File: config.mk
export PLATFORM = sky130hd
export DESIGN_NAME = mem_data_port
export DESIGN_NICKNAME = d
export VERILOG_FILES = /design/src/rtl/mem_data_port.sv
export SDC_FILE = /design/constraint.sdc
export NUM_CORES = 1
export LEC_CHECK = 0
export BUFFER_PORTS_ARGS = -buffer_cell sky130_fd_sc_hd__buf_4
export CORE_MARGIN = 3
export CORE_UTILIZATION = 45
export CTS_CLUSTER_DIAMETER = 40
export DETAILED_ROUTE_END_ITERATION = 8
export PLACE_DENSITY = 0.79
export SETUP_SLACK_MARGIN = 0.02
export SYNTH_ARGS = -nofsm -noshare
export SYNTH_HDL_FRONTEND = slang
export SYNTH_SLANG_ARGS = --single-unit
export TNS_END_PERCENT = 1
File: constraint.sdc
create_clock -name clock -period 1.96 [get_ports clock]
set_input_delay 0.392 -clock clock [delete_from_list [all_inputs] [get_ports clock]]
set_output_delay 0.392 -clock clock [all_outputs]
set_load 0.03 [all_outputs]
File: src/rtl/mem_data_port.sv
// mem_data_port: memory-side stage of the MDR path.
// Latches bus bytes into the MDR and performs one RAM read or write at a time,
// waiting a fixed MEM_LATENCY cycles for read data.
// Optional feature macro: ADDR_AUTO_INC_EN. When defined, accesses use an internal
// address register that is loaded by addr_load and advances after every completion.
module mem_data_port #(
    parameter int ADDR_WIDTH  = 16,
    parameter int DATA_WIDTH  = 8,
    parameter int MEM_LATENCY = 2
) (
    input  logic                  clock,
    input  logic                  reset_n,
    input  logic                  mem_read,
    input  logic                  mem_write,
    input  logic                  mdr_load_bus,
    input  logic                  addr_load,
    input  logic [ADDR_WIDTH-1:0] addr_in,
    input  logic [DATA_WIDTH-1:0] bus_data_in,
    output logic [DATA_WIDTH-1:0] MDR_out,
    output logic                  busy,
    output logic                  done,
    output logic [ADDR_WIDTH-1:0] ram_addr,
    output logic [DATA_WIDTH-1:0] ram_wdata,
    output logic                  ram_we,
    output logic                  ram_re,
    input  logic [DATA_WIDTH-1:0] ram_rdata
);

    localparam logic [2:0] ST_IDLE     = 3'd0;
    localparam logic [2:0] ST_RD_ISSUE = 3'd1;
    localparam logic [2:0] ST_RD_WAIT  = 3'd2;
    localparam logic [2:0] ST_RD_DONE  = 3'd3;
    localparam logic [2:0] ST_WR_ISSUE = 3'd4;
    localparam logic [2:0] ST_WR_DONE  = 3'd5;

    localparam logic [3:0] WAIT_LOAD = 4'(MEM_LATENCY - 1);

    logic [2:0]            state_q,    state_d;
    logic [DATA_WIDTH-1:0] mdr_q,      mdr_d;
    logic [ADDR_WIDTH-1:0] ram_addr_q, ram_addr_d;
    logic [3:0]            wait_cnt_q, wait_cnt_d;
    logic [ADDR_WIDTH-1:0] accept_addr;
    logic                  idle;

    assign idle = (state_q == ST_IDLE);

`ifdef ADDR_AUTO_INC_EN
    logic [ADDR_WIDTH-1:0] addr_reg_q, addr_reg_d;

    assign accept_addr = addr_reg_q;

    // Address register: explicit load has priority over post-completion increment.
    always_comb begin
        addr_reg_d = addr_reg_q;
        if (idle && addr_load) begin
            addr_reg_d = addr_in;
        end else if (done) begin
            addr_reg_d = addr_reg_q + 1'b1;
        end
    end

    // Address register storage.
    always_ff @(posedge clock or negedge reset_n) begin
        if (!reset_n) begin
            addr_reg_q <= '0;
        end else begin
            addr_reg_q <= addr_reg_d;
        end
    end
`else
    logic unused_addr_load;

    assign accept_addr      = addr_in;
    assign unused_addr_load = addr_load;
`endif

    // Transaction sequencing, MDR updates and address latching.
    always_comb begin
        state_d    = state_q;
        mdr_d      = mdr_q;
        ram_addr_d = ram_addr_q;
        wait_cnt_d = wait_cnt_q;
        case (state_q)
            ST_IDLE: begin
                if (mdr_load_bus) begin
                    mdr_d = bus_data_in;
                end
                if (mem_write) begin
                    state_d    = ST_WR_ISSUE;
                    ram_addr_d = accept_addr;
                end else if (mem_read) begin
                    state_d    = ST_RD_ISSUE;
                    ram_addr_d = accept_addr;
                end
            end
            ST_RD_ISSUE: begin
                wait_cnt_d = WAIT_LOAD;
                state_d    = ST_RD_WAIT;
            end
            ST_RD_WAIT: begin
                if (wait_cnt_q == 4'd0) begin
                    mdr_d   = ram_rdata;
                    state_d = ST_RD_DONE;
                end else begin
                    wait_cnt_d = wait_cnt_q - 4'd1;
                end
            end
            ST_RD_DONE:  state_d = ST_IDLE;
            ST_WR_ISSUE: state_d = ST_WR_DONE;
            ST_WR_DONE:  state_d = ST_IDLE;
            default:     state_d = ST_IDLE;
        endcase
    end

    // State and datapath registers; async reset aborts any access in flight.
    always_ff @(posedge clock or negedge reset_n) begin
        if (!reset_n) begin
            state_q    <= ST_IDLE;
            mdr_q      <= '0;
            ram_addr_q <= '0;
            wait_cnt_q <= '0;
        end else begin
            state_q    <= state_d;
            mdr_q      <= mdr_d;
            ram_addr_q <= ram_addr_d;
            wait_cnt_q <= wait_cnt_d;
        end
    end

    // Strobes decode directly from the state register so reset clears them at once.
    assign busy      = !idle;
    assign done      = (state_q == ST_RD_DONE) || (state_q == ST_WR_DONE);
    assign ram_re    = (state_q == ST_RD_ISSUE);
    assign ram_we    = (state_q == ST_WR_ISSUE);
    assign ram_addr  = ram_addr_q;
    assign ram_wdata = mdr_q;
    assign MDR_out   = mdr_q;

endmodule

==> reports/results.ini <==
[sta]
setup_violations=0
fmax_mhz=537.5
holdWs_ns=0.2935
slew_viol_final=0
timing.final.hold_violations=0
worst_slack_ns=0.09948
rsz0062_at_grt=true
worst_slew_pin_slew_ns=0.4417
fin_skew_ns=0.006660
min_period_ns=1.861
period_share_pct=94.92
slew_headroom_pct=70.48

[finish]
utilization_pct=67.94
multi_input_area_um2=618.1
areaGrowthSynthToFinish_pct=41.48
fill_cells=249
regArea_um2=775.7
antennaDiodeCount=0
drive_gt1_share_pct=55.50
nNetsFinal=231

[pwr]
peakVddDrop_mv=1.046
power_w=0.003947
powerDensity_mw_per_mm2=1872
p_leak_nw=0.9865

[setup_path]
crit_path_end_kind=flip-flop
crit_type=flip-flop to flip-flop
cpPeakStageDelay_ns=0.49
cp_slowest_cell=or3b_2
arrival_ns=2.08
required_ns=2.17
critical_path.max_fanout=3
startpoint_type=flip-flop
crit_chain=inv_1, ha_1, or3b_2, and2_1, a2111oi_2

[clock_tree]
clockRootBuffer=clkbuf_4
postCtsSetupBuffers=0
cts-htree-levels=2
insertion_delay_ns=0.32
cts_buffers=5
clk_path_buf_depth=2
numClockSinks=31
tritoncts=done
clk_pin_slew_worst_paths_ns=0.09

[place]
dpl_worst_slack_ns=-0.009462
port_buffers=72
place_hpwl_um=2755
place.gp.congestion=0.8122

[floorplanning]
die-width_um=63.55
initial_core_util_pct=48.02
die_area_mm2=0.004038
die_h_um=63.55
rows=20
io_pins=74
coreArea_mm2=0.003103

[drt]
drt-wirelength-per-cell_um=15.22
vias=1188
drc=0
antenna_left=0
dr.pass1.iters=4
routed_wirelength_um=3576
drt_iter0_markers=41
viasPerCell=5.055

[synth]
synthTopCellsByArea=dfrtp_1, mux2_2, o221a_1, buf_4, nand2b_1
synth_area_per_cell_um2=12.52
synth_top_area_share_pct=52.06
ys_ff_latch=31
netlist_area_mm2=0.001490
syn_inst=119
ys_warn_count=0
synth_nets=159
ys_seq_area_share_pct=52.06
synth_largest_area_cell=dfrtp_1
yosys.cell_types.count=35

[global_route]
antenna_found_initial=0
grt_util_all_layers_pct=18.61
grt.overflow.total=0
grt_pass1_vias=1298
grt_pass1_wl_um=5775
grt_start_max_net_pins=32

[run_status]
status=completed

[flow_run]
drv_cap=0

[worst_hold_path]
hold_path.class=input port to flip-flop

[cell type report]
type	instances	share of cell area, %
Clock inverter	1	0.2374
Multi-Input combinational cell	71	29.32
Clock buffer	6	2.433
Tap cell	44	2.611
Sequential cell	31	36.80
Timing Repair Buffer	78	27.89
Inverter	4	0.7122
[cell usage after synthesis]
cell type   n
a2111oi_2   1
a21boi_0    1
a21o_1      1
a21oi_1     2
a221oi_1    1
a22o_1      2
a31oi_1     1
and2_1      2
buf_1       1
buf_2       1
buf_4       9
clkbuf_1    2
dfrtp_1    31
ha_1        2
inv_1       4
mux2_1      1
mux2_2     15
mux2i_1     1
nand2_1     1
nand2b_1   10
nor2_1      4
nor2_4      1
nor3_1      3
nor3b_1     3
nor4_1      1
nor4b_1     1
nor4b_2     1
o21ai_0     2
o21bai_2    1
o221a_1     8
or2_0       1
or3_1       1
or3b_2      1
or4b_4      1
xor2_1      1
[cells in the final DEF (no fill, tap or decap), types with 2 or more instances in the layout]
cell type / netlist / routed
inv_1: 4 / 4
clkbuf_4: 0 / 5
a22o_1: 2 / 2
o221a_1: 8 / 8
mux2_2: 15 / 15
a21oi_1: 2 / 2
ha_1: 2 / 2
buf_4: 9 / 77
o21ai_0: 2 / 2
dfrtp_1: 31 / 31
nand2b_1: 10 / 10
nor2_1: 4 / 4
nor3b_1: 3 / 3
and2_1: 2 / 2
nor3_1: 3 / 3
[critical path, delay by kind of cell (launching register included)]
kind | cells | cell delay (ns)
flops | 1 | 0.41
compound gates | 1 | 0.34
simple gates | 2 | 0.70
buf+inv | 1 | 0.11
fa+ha+maj | 1 | 0.19
[routing by layer]
layer	vias to the layer above	track usage (%)	wire (um)
met5	-	0	0
met1	570	19.01	1397
li1	569	-	-
met2	43	34.03	1914
met3	6	7.130	214
met4	0	6.739	48
[power breakdown]
group	internal [W]	total (W)	leakage (nW)	switching, W
sequential	0.000950	0.00116	0.364	0.000210
clock	0.000166	0.000371	0.0341	0.000205
combinational	0.00103	0.00242	0.588	0.00138
[logic make-up after synthesis]
kind of cell	synth area share (%)
AOI/OAI and AO/OA	12.34
DFF	52.06
and+or+nand+nor	13.94
xor gates and xnor gates	0.5878
adders and majority gates	1.679
muxes	12.76
buffers and inverters	6.632
[state kept, by name, summed over array words and instances, names as in the netlist]
register,count
state_q,3
MDR_out,8
ram_addr,16
wait_cnt_q,4
[final timing paths]
| path | depth (start not counted) | end | slack (ns) | start |
|---|---|---|---|---|
| min reg2reg | 1 | ram_addr[14]$_DFFE_PN0P_ | 0.50 | ram_addr[14]$_DFFE_PN0P_ |
| min in group asynchronous | 2 | MDR_out[1]$_DFFE_PN0P_ | 0.54 | reset_n |
| max | 5 | state_q[0]$_DFFE_PN0P_ | 0.1 | wait_cnt_q[1]$_DFFE_PN0P_ |
| max reg2reg | 5 | state_q[0]$_DFFE_PN0P_ | 0.1 | wait_cnt_q[1]$_DFFE_PN0P_ |
| max in group asynchronous | 2 | wait_cnt_q[0]$_DFFE_PN0P_ | 1.14 | reset_n |
| min | 2 | ram_addr[14]$_DFFE_PN0P_ | 0.29 | addr_in[14] |
[timing repair]
| item | CTS | global route |
|---|---|---|
| resized for setup | 1 | 1 |
| endpoints found under the hold margin | 31 | 0 |
| setup endpoints to repair | 8 | 9 |
| pin swaps | 0 | 0 |
| hold buffers | 1 | 0 |
[metrics by stage]
| stage | instances | TNS (ns) | instance area (um^2) |
|---|---|---|---|
| floorplan | 119 | 0 | 1490 |
| global placement | 227 | 0 | 2039 |
| detailed placement | 227 | -0.01653 | 2039 |
| CTS | 235 | 0 | 2106 |
| global route | 235 | 0 | 2108 |
| finish | 235 | 0 | 2108 |
Power figures use the tool's default switching activity.
